File: src/rtl/calc_result_fnd_driver.sv
// calc_result_fnd_driver
// Purpose : captures a binary result on i_valid, converts it to BCD with a
//           sequential double-dabble (one shift per clock) and scans the four
//           digits onto a common-anode 4-digit FND (active-low select/segments).
// Ports   : i_clk, i_reset (sync, active-high), i_result/i_valid (input strobe),
//           o_busy (conversion running), o_done (display updated pulse),
//           o_fndCom (digit select, bit0 = ones), o_fndFont ({dp,g..a}, dp off).
// Option  : define FND_LEADING_ZERO_BLANK_EN to blank leading zero digits
//           (the ones digit is never blanked). Default shows zero padding.
module calc_result_fnd_driver #(
  parameter int DATA_W      = 8,
  parameter int REFRESH_DIV = 100000
) (
  input  logic              i_clk,
  input  logic              i_reset,
  input  logic [DATA_W-1:0] i_result,
  input  logic              i_valid,
  output logic              o_busy,
  output logic              o_done,
  output logic [3:0]        o_fndCom,
  output logic [7:0]        o_fndFont
);

  localparam int WORK_W   = 16 + DATA_W;
  localparam int SH_CNT_W = $clog2(DATA_W + 1);
  localparam int CNT_W    = $clog2(REFRESH_DIV);

  typedef enum logic [1:0] {
    ST_IDLE  = 2'd0,
    ST_SHIFT = 2'd1,
    ST_DONE  = 2'd2
  } state_t;

  state_t              r_state, w_state_nxt;
  // {bcd[15:0], shift[DATA_W-1:0]} kept as one word so a single shift
  // moves the binary MSB into the BCD LSB.
  logic [WORK_W-1:0]   r_work, w_work_nxt, w_work_adj;
  logic [SH_CNT_W-1:0] r_shift_cnt, w_shift_cnt_nxt;
  logic [15:0]         r_disp, w_disp_nxt;
  logic                r_busy, w_busy_nxt;
  logic                r_done, w_done_nxt;

  logic [CNT_W-1:0]    r_refresh_cnt;
  logic [1:0]          r_digit_idx;
  logic [3:0]          r_fnd_com;
  logic [7:0]          r_fnd_font;
  logic [3:0]          w_nibble;
  logic [7:0]          w_font;

  function automatic logic [7:0] seg_code(input logic [3:0] nib);
    case (nib)
      4'd0:    seg_code = 8'hC0;
      4'd1:    seg_code = 8'hF9;
      4'd2:    seg_code = 8'hA4;
      4'd3:    seg_code = 8'hB0;
      4'd4:    seg_code = 8'h99;
      4'd5:    seg_code = 8'h92;
      4'd6:    seg_code = 8'h82;
      4'd7:    seg_code = 8'hF8;
      4'd8:    seg_code = 8'h80;
      4'd9:    seg_code = 8'h90;
      default: seg_code = 8'hFF;
    endcase
  endfunction

  // Double-dabble correction: any BCD nibble >= 5 gets +3 before the shift.
  always_comb begin
    w_work_adj = r_work;
    for (int i = 0; i < 4; i++) begin
      if (r_work[DATA_W + 4*i +: 4] >= 4'd5)
        w_work_adj[DATA_W + 4*i +: 4] = r_work[DATA_W + 4*i +: 4] + 4'd3;
    end
  end

  // Conversion FSM next-state / next-output logic.
  always_comb begin
    w_state_nxt     = r_state;
    w_work_nxt      = r_work;
    w_shift_cnt_nxt = r_shift_cnt;
    w_disp_nxt      = r_disp;
    w_busy_nxt      = r_busy;
    w_done_nxt      = 1'b0;
    case (r_state)
      ST_IDLE: begin
        if (i_valid) begin
          w_work_nxt      = {16'd0, i_result};
          w_shift_cnt_nxt = '0;
          w_busy_nxt      = 1'b1;
          w_state_nxt     = ST_SHIFT;
        end
      end
      ST_SHIFT: begin
        w_work_nxt      = w_work_adj << 1;
        w_shift_cnt_nxt = r_shift_cnt + 1'b1;
        if (r_shift_cnt == SH_CNT_W'(DATA_W - 1))
          w_state_nxt = ST_DONE;
      end
      ST_DONE: begin
        w_disp_nxt  = r_work[DATA_W +: 16];
        w_done_nxt  = 1'b1;
        w_busy_nxt  = 1'b0;
        w_state_nxt = ST_IDLE;
      end
      default: begin
        w_busy_nxt  = 1'b0;
        w_state_nxt = ST_IDLE;
      end
    endcase
  end

  always_ff @(posedge i_clk) begin
    if (i_reset) begin
      r_state     <= ST_IDLE;
      r_work      <= '0;
      r_shift_cnt <= '0;
      r_disp      <= '0;
      r_busy      <= 1'b0;
      r_done      <= 1'b0;
    end else begin
      r_state     <= w_state_nxt;
      r_work      <= w_work_nxt;
      r_shift_cnt <= w_shift_cnt_nxt;
      r_disp      <= w_disp_nxt;
      r_busy      <= w_busy_nxt;
      r_done      <= w_done_nxt;
    end
  end

  // Segment code for the digit currently indexed.
  assign w_nibble = r_disp[{r_digit_idx, 2'b00} +: 4];

  always_comb begin
    w_font = seg_code(w_nibble);
`ifdef FND_LEADING_ZERO_BLANK_EN
    // Blank a digit when it and every digit above it are zero.
    case (r_digit_idx)
      2'd1:    if (r_disp[15:4]  == 12'd0) w_font = 8'hFF;
      2'd2:    if (r_disp[15:8]  == 8'd0)  w_font = 8'hFF;
      2'd3:    if (r_disp[15:12] == 4'd0)  w_font = 8'hFF;
      default: w_font = seg_code(w_nibble);
    endcase
`endif
  end

  // Scan: select and font are registered from the current index, so the
  // first edge after reset shows digit 0.
  always_ff @(posedge i_clk) begin
    if (i_reset) begin
      r_refresh_cnt <= '0;
      r_digit_idx   <= 2'd0;
      r_fnd_com     <= 4'b1111;
      r_fnd_font    <= 8'hFF;
    end else begin
      if (r_refresh_cnt == CNT_W'(REFRESH_DIV - 1)) begin
        r_refresh_cnt <= '0;
        r_digit_idx   <= r_digit_idx + 2'd1;
      end else begin
        r_refresh_cnt <= r_refresh_cnt + 1'b1;
      end
      r_fnd_com  <= ~(4'b0001 << r_digit_idx);
      r_fnd_font <= w_font;
    end
  end

  assign o_busy    = r_busy;
  assign o_done    = r_done;
  assign o_fndCom  = r_fnd_com;
  assign o_fndFont = r_fnd_font;

endmodule
File: config.mk
export PLATFORM = sky130hd
export DESIGN_NAME = calc_result_fnd_driver
export DESIGN_NICKNAME = d
export VERILOG_FILES = /design/src/rtl/calc_result_fnd_driver.sv
export SDC_FILE = /design/constraint.sdc
export NUM_CORES = 1
export LEC_CHECK = 0
export BUFFER_PORTS_ARGS = -buffer_cell sky130_fd_sc_hd__buf_2
export CAP_MARGIN = 20
export CELL_PAD_IN_SITES_DETAIL_PLACEMENT = 0
export CELL_PAD_IN_SITES_GLOBAL_PLACEMENT = 1
export CORE_MARGIN = 2
export CORE_UTILIZATION = 31
export CTS_CLUSTER_SIZE = 8
export DETAILED_ROUTE_END_ITERATION = 16
export PLACE_DENSITY = 0.65
export SETUP_SLACK_MARGIN = 0.15
export SYNTH_ARGS = -nofsm -noshare
export SYNTH_HDL_FRONTEND = slang
export SYNTH_SLANG_ARGS = --single-unit
File: constraint.sdc
create_clock -name i_clk -period 2 [get_ports i_clk]
set_input_delay 0.4 -clock i_clk [delete_from_list [all_inputs] [get_ports i_clk]]
set_output_delay 0.4 -clock i_clk [all_outputs]
set_load 0.03 [all_outputs]
Word level (Yosys, flattened, before mapping)
Memories as Yosys holds them, arrays and structs flattened. A register that Yosys moved wholly into a read port is not among the register bits.
Index checks and enable logic that the tools add are counted.

storage, ports and cells
  register bits = 79
  bits in latches = 0
  memory bits (writable) = 0
  memory bits (read-only) = 112
  input bits = 11
  output and inout port bits = 14
  word-level logic and storage cells = 52
  memories kept = 1

memory list
  name              depth  bits a word  rd ports  clocked after memory_dff  wr ports  RTL line  text
  (name not given)  16     7            1         1                         0         51        case (nib)

cells by class
  $add $sub $neg = 7
  multipliers = 0
  divide/modulo/power cells = 0
  order comparisons = 4
  eq/ne operators = 6
  shift-type cells = 2
  mux-type cells = 14
  bitwise logic cells = 2
  reduce and logical (&&, ||, !) cells = 6

operators by type and width
  cell                     count
  $pmux W24 S2             1
  $mux W24                 1
  $add A17 B1 Y17 const B  1
  $eq A17 B17 Y1 const B   1
  $ge A4 B3 Y1 const B     4
  $mux W4                  4
  $shiftx A16 B5 Y4        1
  $add A4 B2 Y4 const B    3
  $pmux W4 S2              1
  $reduce_and A2 Y1        3
  $add A4 B1 Y4 const B    1
  $eq A4 B3 Y1 const B     1
  $mux W2                  2
  $ne A2 B2 Y1 const B     2
  $not A4 Y4               1
  $pmux W2 S2              1
  $shl A1 B2 Y4 const A    1
  $add A3 B2 Y3 const B    1
  $mux W3                  1
  $add A2 B1 Y2 const B    1
  $eq A2 B1 Y1 const B     1
  $eq A2 B2 Y1 const B     1
  $logic_not A2 Y1         1
  $mux W1                  2
  other kinds (4)          4

Longest topological paths before layout
Gate-level depths: netlist of run 1.

  word-level depth = 3
  depth in mapped cells = 8
  depth with buffers taken out = 7

Worst setup path after synthesis of run 1
No wires, ideal clock.

  path kind = register to register
  start = register r_digit_idx[0]
  end = register r_fnd_font[3], in the netlist o_fndFont[3]
  library setup time = 0.069 ns
  data arrival time = 1.645 ns
  data required time = 1.931 ns
  path slack = 0.286 ns
  stages on the path, launching flop included = 8
  buffers on the path = 1
  period minus slack after synthesis = 1.714 ns
  path through = dfxtp_1 buf_6 mux4_1 inv_1 ha_1 inv_1 mux2i_1 o21ai_1

on the way
  word-level cells in the longest chain between the ends = 1

ends and longest elaborated chain
  element                   RTL line  text
  start: declaration        44        logic [1:0] r_digit_idx;
  start signal: assignment  156       r_digit_idx <= r_digit_idx + 2'd1;
  $shiftx A16 B5 Y4         130       assign w_nibble = r_disp[{r_digit_idx, 2'b00} +: 4];
  end: declaration          46        logic [7:0] r_fnd_font;

Every way passes these cells.
A chain may end at the register's enable or synchronous reset.

Worst setup path in the final report of run 1
Same ends and word-level chain as after synthesis.

==> out/results.env, run 1 <==
DETAILED_PLACE_HPWL_MM=5.059
GRT_PASS1_VIAS=2658
LARGEST_AREA_CONTRIBUTOR_IN_THE_NETLIST='sky130_fd_sc_hd__dfxtp_1'
CTSHOLDBUFFERS=0
MIN_PATH_TYPE='input pin to flip-flop'
POSTROUTEANTENNANETS=0
CTS_INSERTED_BUFFERS=9
TRITONCTS_NUM_SINKS=78
FLOW.AREA_GROWTH_FROM_SYNTHESIS_PCT=15.72
SYN-CELL-AREA_SQ_UM=3517
MAX_STAGE_DELAY_NS=0.59
SLEW_HEADROOM=0.5785
FINAL.MIN_CLOCK_PERIOD_NS=1.682
WORST_HOLD_PATH.ENDPOINT='r_work[0]'
DETAILED_ROUTING_ITERATION_COUNT_FOR_THE_PRE_ANTENNA_REPAIR_PASS=5
DETAIL_ROUTE.DRC_VIOLATIONS=0
FINAL_NETS=460
COMBINATIONAL_SHARE_OF_POWER=0.047
TOP_SIGNAL_LAYER_USED='met4'
FINAL-MAX-SLEW-VIOLATION-COUNT=0
GP_CONGESTION=0.7664
SETUP_VIOL=0
R2R-END='o_fndFont[3]'
POSTROUTEWIRELENGTH_MM=7.265
RUN_STATUS='complete, no violations'
FLOORPLAN.DIE_AREA_SQ_UM=12210
POWER.LEAKAGE_uW=0.001511
DRT_ITER0_DRC=131
SETUP_REPAIR_AFTER_GLOBAL_ROUTING_MISSED_ITS_MARGIN='no'
WORST_CASE_REGISTER_TO_REGISTER_SETUP_SLACK_NS=0.32
SYNTH-EDFF-COUNT=0
SYNTH.TOP_CELL.AREA_SHARE=0.4440
YS_TYPES=42
CP_CELL_SEQUENCE='mux4_2 -> inv_1 -> ha_1 -> inv_1 -> mux2i_1 -> o21ai_1'
PATH_CLK_SLEW_NS=0.06
WL_MET1_MM=3.602
POWER.IR.VDD_WORST_mV=0.4123
WORST_PATH_MAX_DELAY_CELL='sky130_fd_sc_hd__mux4_2'
MIN_PATH_CELLS=3
WL_PER_CELL_UM=12.63
FLOORPLAN.CORE_AREA_SQ_UM=10940
POST_SYNTH_INST_COUNT=409
POSTSYNTHAREAPERCELL_SQ_UM=8.599
ANTENNA-DIODE-COUNT=0
GR-TOTAL-OVERFLOW=0
COUNT_OF_CELLS_ALONG_THE_WORST_REGISTER_TO_REGISTER_PATH=6
TIMING.SETUP.TNS_NS=0
MAX_CLOCK_FREQ_MHz=594.6
PLACE.PORT_BUFFERS=23
CELL_INTERNAL_PWR_uW=2764
CTS_SETUP_BUFFERS=0
CTS_BUFFER_DEPTH=2
NETLIST_TOP_CELLS_AREA='sky130_fd_sc_hd__dfxtp_1 44%, sky130_fd_sc_hd__nor2_1 7.0%, sky130_fd_sc_hd__ha_1 6.8%'
GRTUSAGETOTAL=0.1238
SYNTH_FLOP_CELL='sky130_fd_sc_hd__dfxtp_1'
FINAL_CELL_COUNT_NO_FILL=575
START_KIND='flip-flop'
POWER.SWITCHING_uW=733.0
GRT_FIRST_PASS_WIRELENGTH_MM=12.41
NUM_ROWS=38
CP_DATA_REQUIRED_TIME_NS=2.26
FILLERS=1135
SYNTH_ASYNC_SR_FLOP_SHARE=0
TRITONCTS='done'
SYNTH.YOSYS.WARNINGS=0
DP_CELLS=559
WORST_R2R_STARTPOINT='r_digit_idx[0]'
YOSYS.CELL_COUNT.TOP_TYPE='sky130_fd_sc_hd__dfxtp_1'
WL_MET3_UM=214
CRIT_PATH_MAX_FANOUT=4
HOLD_PATH.STARTPOINT='i_result[0]'
POST-ROUTE-PERIOD-UTIL=0.8409
CP_DATA_ARRIVAL_TIME_NS=1.95
ROUTE.DETAILED.VIAS_PER_INST=4.781
CTS.ROOT.BUFFER_CELL='sky130_fd_sc_hd__clkbuf_16'
MET2_WIRELENGTH_MM=3.312
CP_DOMINANT_CELL_BY_COUNT='sky130_fd_sc_hd__inv_1'
INITIAL_UTILIZATION=0.3216
POWER_FRAC_SEQ=0.460
CLK_LAT_WORST_SKEW_NS=0.33
ROUTED-VIA-COUNT=2749
DIEHEIGHT_UM=110.5
CHIPWIDTH_UM=110.5
ENDPOINT_KIND='flip-flop'
HTREE_NUM_LEVELS=3
WORST-SETUP-PATH-TYPE='flip-flop to flip-flop'
IO-PIN-COUNT=25
POWER.SHARE.SWITCHING=0.2096
FLOP_AND_LATCH_COUNT_OUT_OF_SYNTHESIS=78
POSTSYNTHNETCOUNT=439
SYNTH_COMMON_CELLS='78 x sky130_fd_sc_hd__dfxtp_1, 66 x sky130_fd_sc_hd__nor2_1, 52 x sky130_fd_sc_hd__nand2_1'
MAXCAPVIOLCOUNT=0
LAYOUT-DRIVE-GT1-SHARE=0.1310
YS_SEQ_AREA_FRAC=0.4440
WORST_CLOCK_SKEW_NS=0.004199
TIMING_HOLD_VIOLATIONS_FINAL=0
P_CLK_FRAC=0.493
PWR_DENSITY_CELL_nW_PER_UM2=859.1
ANTENNA_FOUND_INITIAL=0
GRT_MAX_DEGREE=21
MAX_SLEW.WORST_PIN.SLEW_NS=0.6308
[worst max path at each step]
stage,slack [ns],depth (start not counted),end,startpoint
after floorplan,0.29,7,o_fndFont[3],r_digit_idx[0]
after global placement,0.28,6,o_fndFont[3],r_digit_idx[0]
after global routing,0.20,5,o_fndFont[0],r_digit_idx[0]
after detailed placement,0.23,5,o_fndFont[4],r_digit_idx[0]
after CTS,0.22,6,o_fndFont[3],r_digit_idx[0]
final,0.32,6,o_fndFont[3],r_digit_idx[0]
[what timing repair did]
action,4_1_cts,5_1_grt
gates resized for setup,0,1
setup endpoints to repair,0,1
hold endpoints to repair,0,0
[power groups by stage]
stage,Clock [uW],Sequential (uW),Combinational (uW)
after global routing,1840,1610,185
after floorplan,0,1660,98.7
final,1720,1610,165
after CTS,1780,1610,168
after global placement,0,1640,167
after detailed placement,0,1640,168
[state kept, by name, indices dropped and copies added (netlist names)]
signal / cells
r_state: 2
o_done: 1
o_fndCom: 4
r_shift_cnt: 4
r_disp: 16
r_refresh_cnt: 17
r_work: 24
o_busy: 1
r_digit_idx: 2
o_fndFont: 7
[critical path, delay by kind of cell, from the launching register on]
kind	cells	cell delay, ns
AOI/OAI and AO/OA	1	0.12
adders and majority gates	1	0.25
buffers and inverters	2	0.19
DFF	1	0.42
muxes	2	0.65
[stage by stage]
step | power (uW) | area (sq um) | utilization | setup slack (ns) | hold slack [ns]
6_report | 3497 | 4070 | 0.3722 | 0.3182 | 0.3395
5_1_grt | 3634 | 4070 | 0.3722 | 0.2018 | 0.3537
4_1_cts | 3554 | 4074 | 0.3725 | 0.2208 | 0.3166
3_5_place_dp | 1809 | 3757 | 0.3436 | 0.2289 | 0.4386
3_3_place_gp | 1808 | 3757 | 0.3436 | 0.2764 | 0.4282
2_1_floorplan | 1755 | 3517 | - | 0.2858 | 0.4175
[metal layers]
metal  up-vias  track usage
li1       1424            -
met1      1281       0.1531
met2        35       0.2020
met3         9      0.03128
met4         0      0.05750
met5         -            0
[layout by cell type (no fill, tap or decap), types with 2 or more instances in the layout]
cell	count
sky130_fd_sc_hd__clkbuf_1	2
sky130_fd_sc_hd__nand3_1	12
sky130_fd_sc_hd__nor3_1	14
sky130_fd_sc_hd__xor2_1	5
sky130_fd_sc_hd__a21o_1	5
sky130_fd_sc_hd__buf_4	8
sky130_fd_sc_hd__ha_1	19
sky130_fd_sc_hd__o21ai_0	7
sky130_fd_sc_hd__a32oi_1	4
sky130_fd_sc_hd__nand4_1	3
sky130_fd_sc_hd__nor2_2	2
sky130_fd_sc_hd__xnor2_1	19
sky130_fd_sc_hd__nand2_1	52
sky130_fd_sc_hd__nand2b_1	9
sky130_fd_sc_hd__nor2_1	66
sky130_fd_sc_hd__a22oi_1	8
sky130_fd_sc_hd__o21ai_1	5
sky130_fd_sc_hd__buf_2	23
sky130_fd_sc_hd__mux2i_1	7
sky130_fd_sc_hd__dfxtp_1	78
sky130_fd_sc_hd__mux4_2	3
sky130_fd_sc_hd__bufinv_16	2
sky130_fd_sc_hd__inv_1	14
sky130_fd_sc_hd__nor4_2	2
sky130_fd_sc_hd__a21oi_1	27
sky130_fd_sc_hd__clkbuf_16	9
sky130_fd_sc_hd__nor4_1	10
sky130_fd_sc_hd__clkinv_2	2
sky130_fd_sc_hd__o211ai_1	3
[area by class of cell]
cell class / count / area [sq um] / area share
clock buffer: 12 / 246.5 / 0.06056
clock inverter: 4 / 70.07 / 0.01721
inverter: 15 / 56.30 / 0.01383
multi-input combinational: 295 / 1785 / 0.4387
sequential: 78 / 1562 / 0.3836
tap: 140 / 175.2 / 0.04304
timing repair buffer: 31 / 175.2 / 0.04304
[logic make-up after synthesis]
| group | Yosys count | synth area share |
|---|---|---|
| and+or+nand+nor | 177 | 0.2273 |
| DFF | 78 | 0.4440 |
| AOI/OAI and AO/OA | 63 | 0.1085 |
| buffers and inverters | 36 | 0.04731 |
| xor gates and xnor gates | 24 | 0.05976 |
| adders and majority gates | 19 | 0.06759 |
| muxes | 11 | 0.04447 |
| other | 1 | 0.001066 |
No activity file was read; power rests on OpenSTA's default activity.
==> inputs of run 2 (changes only) <==
--- a/config.mk
+++ b/config.mk
@@ -5,6 +5,7 @@
 export SDC_FILE = /design/constraint.sdc
 export NUM_CORES = 1
 export LEC_CHECK = 0
+export ABC_AREA = 1
 export BUFFER_PORTS_ARGS = -buffer_cell sky130_fd_sc_hd__buf_2
 export CAP_MARGIN = 20
 export CELL_PAD_IN_SITES_DETAIL_PLACEMENT = 0
@@ -13,7 +14,7 @@
 export CORE_UTILIZATION = 31
 export CTS_CLUSTER_SIZE = 8
 export DETAILED_ROUTE_END_ITERATION = 16
-export PLACE_DENSITY = 0.65
+export PLACE_DENSITY = 0.67
 export SETUP_SLACK_MARGIN = 0.15
 export SYNTH_ARGS = -nofsm -noshare
 export SYNTH_HDL_FRONTEND = slang
==> constraint.sdc (replaced) <==
create_clock -name i_clk -period 1.8 [get_ports i_clk]
set_input_delay 0.36 -clock i_clk [delete_from_list [all_inputs] [get_ports i_clk]]
set_output_delay 0.36 -clock i_clk [all_outputs]
set_load 0.03 [all_outputs]
==> run 2 against run 1 <==
Against the previous run:
- synthesized cell count up 22%
- area after synthesis up 6.4%
- flip-flop and latch count unchanged
- die area up 6.1%
- largest cell class unchanged
==> out/results.env, run 2 <==
WORST_CASE_REGISTER_TO_REGISTER_SETUP_SLACK_NS=0.33
LARGEST_REG_FLOPS=24
YS_SEQ_AREA_FRAC=0.4174
FINALHOLDWORSTSLACK_NS=0.2652
POSTROUTEWIRELENGTH_MM=8.134
COUNT_OF_CELLS_ALONG_THE_WORST_REGISTER_TO_REGISTER_PATH=9
MULTI_INPUT_COMB_AREA_SQ_UM=1879
CELL_INTERNAL_PWR_uW=2756
ENDPOINT_KIND='flip-flop'
PLACE.PORT_BUFFERS=23
FINAL_NETS=549
ANTENNA_FOUND_INITIAL=0
SYNTH_COMMON_CELLS='119 x sky130_fd_sc_hd__nand2_1, 78 x sky130_fd_sc_hd__dfxtp_1, 45 x sky130_fd_sc_hd__nor2_1'
STARTPOINT_OF_THE_MOST_CRITICAL_SETUP_PATH='r_digit_idx[0]'
CP_DATA_ARRIVAL_TIME_NS=1.69
POWER.SHARE.SWITCHING=0.2340
SYNTH-ADDER-AREA-SHARE=0.06355
SYNTH_SIMPLE_GATE_AREA_FRAC=0.3064
DRT_ITER0_DRC=180
FF_LATCH_AREA_SQ_UM=1567
CTS_INSERTED_BUFFERS=9
DETAIL_ROUTE.DRC_VIOLATIONS=0
SETUP_REPAIR_AFTER_GLOBAL_ROUTING_MISSED_ITS_MARGIN='no'
CTS.ROOT.BUFFER_CELL='sky130_fd_sc_hd__clkbuf_16'
MAXCAPVIOLCOUNT=0
DPL_WORST_SLACK_NS=0.09758
POST_SYNTH_INST_COUNT=497
COMBINATIONAL_SHARE_OF_POWER=0.059
FLOORPLAN.DIE_AREA_SQ_UM=12960
INITIAL_UTILIZATION=0.3141
FLOORPLAN.CORE_AREA_SQ_UM=11910
FINAL-MAX-SLEW-VIOLATION-COUNT=0
CLK_LAT_WORST_SKEW_NS=0.33
RUN_STATUS='complete, no violations'
GRT_PASS1_VIAS=2926
POWER_FRAC_SEQ=0.501
GP_CONGESTION=0.7983
START_KIND='flip-flop'
LARGEST_REGISTER='r_work'
FINAL_CELL_COUNT_NO_FILL=670
TIMING_HOLD_VIOLATIONS_FINAL=0
CP_DATA_REQUIRED_TIME_NS=2.02
PATH_CLK_SLEW_NS=0.06
POSTSYNTHAREAPERCELL_SQ_UM=7.527
R2R-END='o_fndFont[6]'
YS_TYPES=32
FLOP_AND_LATCH_COUNT_OUT_OF_SYNTHESIS=78
SYNTH_ASYNC_SR_FLOP_SHARE=0
SYNTH.MUX.AREA_FRACTION=0
YOSYS.CELL_COUNT.TOP_TYPE='sky130_fd_sc_hd__nand2_1'
POSTLAYOUTSETUPSLACKWORST_NS=0.3305
CTS_SETUP_BUFFERS=0
FLOW.AREA_GROWTH_FROM_SYNTHESIS_PCT=12.91
CP-ENDPOINT='o_fndFont[6]'
GRT_FIRST_PASS_WIRELENGTH_MM=14.12
GR-TOTAL-OVERFLOW=0
SYNTH_FLOP_CELL='sky130_fd_sc_hd__dfxtp_1'
DIEHEIGHT_UM=113.9
SYN-CELL-AREA_SQ_UM=3741
HTREE_NUM_LEVELS=3
POWER.SWITCHING_uW=842.0
TOP_REGS='r_work x24, r_refresh_cnt x17, r_disp x16'
GRT_MAX_DEGREE=33
CTS_BUFFER_DEPTH=2
FILLERS=1274
ROUTED-VIA-COUNT=3132
LAYOUT_COMMONEST_CELL='sky130_fd_sc_hd__nand2_1'
MIN_PATH_TYPE='input pin to flip-flop'
DETAILED_ROUTING_ITERATION_COUNT_FOR_THE_PRE_ANTENNA_REPAIR_PASS=4
POST-ROUTE-PERIOD-UTIL=0.8164
POWER.IR.VDD_WORST_mV=0.4431
TRITONCTS='done'
MOSTFREQUENTLAYOUTCELLS='118 x sky130_fd_sc_hd__nand2_1, 76 x sky130_fd_sc_hd__dfxtp_1, 45 x sky130_fd_sc_hd__nor2_1'
POSTROUTEANTENNANETS=0
SYNTH-COMPOUND-AREA-SHARE=0.1184
IO-PIN-COUNT=25
CRIT_PATH_MAX_FANOUT=11
SYNTH-EDFF-COUNT=0
WORST_R2R_STARTPOINT='r_digit_idx[0]'
MAIN_COMBINATIONAL_CELL_FAMILY_BY_AREA_AFTER_SYNTHESIS='simple AND/OR/NAND/NOR gates'
WL_PER_CELL_UM=12.14
WORST_CLOCK_SKEW_NS=0.005716
SYNTHXORXNORAREAFRAC=0.01171
SYNTH.YOSYS.WARNINGS=0
ROUTE.DETAILED.VIAS_PER_INST=4.675
WORST-SETUP-PATH-TYPE='flip-flop to flip-flop'
NETLIST_TOP_CELLS_AREA='sky130_fd_sc_hd__dfxtp_1 42%, sky130_fd_sc_hd__nand2_1 12%, sky130_fd_sc_hd__ha_1 6.4%'
ANTENNA-DIODE-COUNT=0
CHIPWIDTH_UM=113.9
GRTUSAGETOTAL=0.1370
SETUP_VIOL=0
FINAL.MIN_CLOCK_PERIOD_NS=1.470
POSTSYNTHNETCOUNT=527
DETAILED_PLACE_HPWL_MM=5.672
CTSHOLDBUFFERS=0
PWR_DENSITY_CELL_nW_PER_UM2=851.9
DP_CELLS=655
SYNTH.TOP_CELL.AREA_SHARE=0.4174
TRITONCTS_NUM_SINKS=78
MAX_CLOCK_FREQ_MHz=680.5
NUM_ROWS=40
TIMING.SETUP.TNS_NS=0
POWER.LEAKAGE_uW=0.001692
LARGEST_AREA_CONTRIBUTOR_IN_THE_NETLIST='sky130_fd_sc_hd__dfxtp_1'
LAYOUT-DRIVE-GT1-SHARE=0.1281
P_CLK_FRAC=0.441
==> run 2: cell count changes in the layout (fill, tap and decap cells not counted), moves of 19 or more <==
cell                      previous run  this run
sky130_fd_sc_hd__inv_1              14        42
sky130_fd_sc_hd__nand2_1            52       118
sky130_fd_sc_hd__nand3_1            12        43
sky130_fd_sc_hd__nor2_1             66        45
sky130_fd_sc_hd__o21ai_0             7        27
sky130_fd_sc_hd__xnor2_1            19         0
==> run 2: worst min path at each step <==
stage | from | to | cells past startpoint
6_report | i_result[4] | r_work[4] | 3
5_1_grt | i_result[1] | r_work[1] | 3
4_1_cts | i_result[0] | r_work[0] | 3
3_5_place_dp | r_work[7] | r_work[8] | 2
3_3_place_gp | r_work[7] | r_work[8] | 2
2_1_floorplan | r_work[7] | r_work[8] | 2
==> run 2: area by class of cell <==
cell class | instances | area share
Clock buffer | 13 | 0.05687
Clock inverter | 2 | 0.002370
Inverter | 47 | 0.04414
Multi-Input combinational cell | 356 | 0.4449
Sequential cell | 78 | 0.3709
Tap cell | 147 | 0.04354
Timing Repair Buffer | 27 | 0.03732
==> run 2: power groups by stage <==
| stage | combinational, uW | sequential [uW] | clock (uW) |
|---|---|---|---|
| global route | 237 | 1810 | 1720 |
| floorplan | 157 | 1850 | 0 |
| global placement | 210 | 1840 | 0 |
| CTS | 214 | 1800 | 1650 |
| finish | 211 | 1800 | 1590 |
| detailed placement | 213 | 1840 | 0 |
==> run 2: stage by stage <==
stage                       util  total power [uW]  cell area [sq um]
after floorplan                -              2007               3741
after global placement    0.3328              2048               3964
after detailed placement  0.3328              2053               3964
after CTS                 0.3539              3663               4215
after global routing      0.3546              3768               4224
final                     0.3546              3598               4224
==> run 2: logic make-up (layout without fill, tap and decap cells) <==
logic type / count (synthesis) / count (layout)
flops: 78 / 78
xor+xnor: 5 / 5
simple gates: 252 / 252
fa+ha+maj: 19 / 19
other cells: 1 / 1
compound gates: 79 / 79
buf+inv: 63 / 89
==> run 2: metal layers <==
metal / wire (um) / track usage / up-vias
met5: 0 / 0 / -
met1: 4344 / 0.1904 / 1403
li1: - / - / 1690
met4: 137 / 0.07398 / 0
met2: 3462 / 0.2016 / 31
met3: 190 / 0.02444 / 8
==> run 2: timing repair <==
action	in CTS	in global routing
resized for setup	1	4
gates cloned	0	0
endpoints found under the setup margin	2	5
==> run 2: worst max-delay path: stages (launching register included) <==
cell and delay (ns):
sky130_fd_sc_hd__dfxtp_4 0.41, sky130_fd_sc_hd__inv_6 0.07, sky130_fd_sc_hd__nand2_1 0.06, sky130_fd_sc_hd__nand3_1 0.08, sky130_fd_sc_hd__nand2_2 0.13, sky130_fd_sc_hd__inv_1 0.09
sky130_fd_sc_hd__ha_1 0.20, sky130_fd_sc_hd__nand3b_1 0.17, sky130_fd_sc_hd__nand3_1 0.09, sky130_fd_sc_hd__nand2_1 0.06
==> inputs of run 3 (changes only) <==
--- a/config.mk
+++ b/config.mk
@@ -14,7 +14,7 @@
 export CORE_UTILIZATION = 31
 export CTS_CLUSTER_SIZE = 8
 export DETAILED_ROUTE_END_ITERATION = 16
-export PLACE_DENSITY = 0.67
+export PLACE_DENSITY = 0.69
 export SETUP_SLACK_MARGIN = 0.15
 export SYNTH_ARGS = -nofsm -noshare
 export SYNTH_HDL_FRONTEND = slang
==> constraint.sdc (replaced) <==
create_clock -name i_clk -period 1.2 [get_ports i_clk]
set_input_delay 0.24 -clock i_clk [delete_from_list [all_inputs] [get_ports i_clk]]
set_output_delay 0.24 -clock i_clk [all_outputs]
set_load 0.03 [all_outputs]
==> run 3 against run 2 <==
Against the previous run:
- cell area rose by 39%
- combinational power increased to 2.6 times the previous value
- worst hold slack worse by 0.13 ns
- the run now ends with setup timing left
- first-iteration DRC count is 39% lower
- setup slack got worse by 0.46 ns
- sequential share of layout area fell by 9.5 points
- non-clock buffer count grew 72
- wire length is 17% higher
- register-to-register slack got worse by 0.46 ns
- global-route usage grew 1.4 points
- critical endpoint unchanged
- sequential power increased by 51%
==> out/results.env, run 3 (synthesized netlist as in run 2, its figures left out) <==
CTS_BUFFER_DEPTH=2
CLK_LAT_WORST_SKEW_NS=0.33
CHIPWIDTH_UM=113.9
SETUP_REPAIR_AFTER_GLOBAL_ROUTING_MISSED_ITS_MARGIN='yes'
MIN_PATH_TYPE='input pin to flip-flop'
NUM_ROWS=40
MAXCAPVIOLCOUNT=0
LARGEST_REGISTER='r_work'
PATH_CLK_SLEW_NS=0.06
CTS_INSERTED_BUFFERS=9
CTS.ROOT.BUFFER_CELL='sky130_fd_sc_hd__clkbuf_16'
LARGEST_REG_FLOPS=24
FINAL_CELL_COUNT_NO_FILL=742
GRT_PASS1_VIAS=3500
POSTROUTEWIRELENGTH_MM=9.545
GP_CONGESTION=0.7769
TOP_REGS='r_work x24, r_refresh_cnt x17, r_disp x16'
DRT_ITER0_DRC=109
POSTROUTEANTENNANETS=0
FINAL.MIN_CLOCK_PERIOD_NS=1.327
POST-ROUTE-PERIOD-UTIL=1.106
FILLERS=1138
IO-PIN-COUNT=25
MOSTFREQUENTLAYOUTCELLS='76 x sky130_fd_sc_hd__nand2_1, 57 x sky130_fd_sc_hd__buf_4, 52 x sky130_fd_sc_hd__dfxtp_1'
HTREE_NUM_LEVELS=3
FINALPOWER_uW=5909
FINAL-MAX-SLEW-VIOLATION-COUNT=0
LAYOUT.CELL_AREA.NON_FILLER_SQ_UM=5856
COUNT_OF_CELLS_ALONG_THE_WORST_REGISTER_TO_REGISTER_PATH=8
POSTLAYOUTSETUPSLACKWORST_NS=-0.1267
WL_PER_CELL_UM=12.86
MIN_PATH_CELLS=3
CRIT_PATH_MAX_FANOUT=7
POWER.IR.VDD_WORST_mV=0.7065
PWR_DENSITY_CELL_nW_PER_UM2=1009
TRITONCTS='done'
DP_CELLS=703
GRT_MAX_DEGREE=25
DETAIL_ROUTE.DRC_VIOLATIONS=0
GR-TOTAL-OVERFLOW=0
FLOW.AREA_GROWTH_FROM_SYNTHESIS_PCT=56.52
WORST_CLOCK_SKEW_NS=0.005443
CP_DATA_ARRIVAL_TIME_NS=1.54
FINALHOLDWORSTSLACK_NS=0.1392
DETAILED_PLACE_HPWL_MM=6.208
GRT_FIRST_PASS_WIRELENGTH_MM=15.79
ANTENNA_FOUND_INITIAL=0
UTILIZATION_AFTER_LAYOUT=0.4916
POWER.LEAKAGE_uW=0.002433
FLOORPLAN.DIE_AREA_SQ_UM=12960
MAX_CLOCK_FREQ_MHz=753.7
ROUTE.DETAILED.VIAS_PER_INST=4.871
FLOORPLAN.CORE_AREA_SQ_UM=11910
TIMING_HOLD_VIOLATIONS_FINAL=0
ROUTED-VIA-COUNT=3614
LAYOUT_COMMONEST_CELL='sky130_fd_sc_hd__nand2_1'
WORST-SETUP-PATH-TYPE='flip-flop to flip-flop'
DETAILED_ROUTING_ITERATION_COUNT_FOR_THE_PRE_ANTENNA_REPAIR_PASS=4
VIOLATIONS_IN_THE_FINAL_REPORTS='setup timing'
RUN_STATUS='finished, violations left'
INITIAL_UTILIZATION=0.3141
SETUP_VIOL=25
DIEHEIGHT_UM=113.9
GRTUSAGETOTAL=0.1512
ANTENNA-DIODE-COUNT=0
CP_DATA_REQUIRED_TIME_NS=1.42
START_KIND='flip-flop'
DPL_CELL_AREA_SQ_UM=4491
FINAL_NETS=621
LAYOUT-DRIVE-GT1-SHARE=0.5193
PLACE.PORT_BUFFERS=23
TRITONCTS_NUM_SINKS=78
ENDPOINT_KIND='flip-flop'
## run 3: cell count changes in the layout (fill, tap and decap cells not counted), moves of 19 or more
cell | before | now
sky130_fd_sc_hd__inv_1 | 42 | 21
sky130_fd_sc_hd__dfxtp_1 | 76 | 52
sky130_fd_sc_hd__buf_4 | 3 | 57
sky130_fd_sc_hd__nand2_2 | 6 | 30
sky130_fd_sc_hd__buf_6 | 0 | 19
sky130_fd_sc_hd__a21oi_2 | 0 | 23
sky130_fd_sc_hd__nand2_1 | 118 | 76
sky130_fd_sc_hd__a21oi_1 | 40 | 17
## run 3: where the power goes
part / switching (uW) / internal [uW]
combinational: 311 / 246
sequential: 61.6 / 2650
clock: 1040 / 1600
## run 3: layout make-up
cell class                 count  area [sq um]  share of cell area
sequential                    78          1614              0.2756
multi-input combinational    356          2565              0.4380
timing repair buffer          99         972.2              0.1660
tap                          147         183.9             0.03141
clock buffer                  11         232.7             0.03974
inverter                      47         239.0             0.04081
clock inverter                 4         48.80            0.008333
## run 3: repair_timing
item | in CTS | in global routing
cloned | 2 | 3
setup endpoints to repair | 69 | 75
hold buffers | 0 | 0
buffers inserted | 13 | 6
gates resized for setup | 100 | 150
pin swaps | 32 | 52
## run 3: worst paths after layout
kind / from / slack, ns / to
min reg2reg: r_work[9] / 0.47 / r_work[9]
min: i_result[1] / 0.14 / r_work[1]
max: r_digit_idx[0] / -0.13 / o_fndFont[6]
max reg2reg: r_digit_idx[0] / -0.13 / o_fndFont[6]
## run 3: stage by stage
| stage | setup WS, ns | TNS [ns] |
|---|---|---|
| after global routing | -0.2305 | -3.866 |
| after CTS | -0.1217 | -1.485 |
| after global placement | -0.1357 | -1.548 |
| after floorplan | -0.1372 | -1.155 |
| final | -0.1267 | -2.156 |
| after detailed placement | -0.1963 | -2.072 |
## run 3: metal layers
metal | vias up | track usage | wire length (um)
met5 | - | 0 | 0
met3 | 17 | 0.02604 | 217
met2 | 36 | 0.2623 | 4802
met4 | 0 | 0.07561 | 229
met1 | 1718 | 0.1803 | 4296
li1 | 1843 | - | -
## run 3: worst max-delay path, stage by stage (launching register included)
cell and delay, ns:
sky130_fd_sc_hd__dfxtp_4 0.40, sky130_fd_sc_hd__inv_6 0.06, sky130_fd_sc_hd__buf_4 0.14, sky130_fd_sc_hd__nand2_2 0.05
sky130_fd_sc_hd__nand3_2 0.08, sky130_fd_sc_hd__nand2_2 0.12, sky130_fd_sc_hd__nand2_2 0.08, sky130_fd_sc_hd__a21oi_4 0.21
sky130_fd_sc_hd__nand2_1 0.07
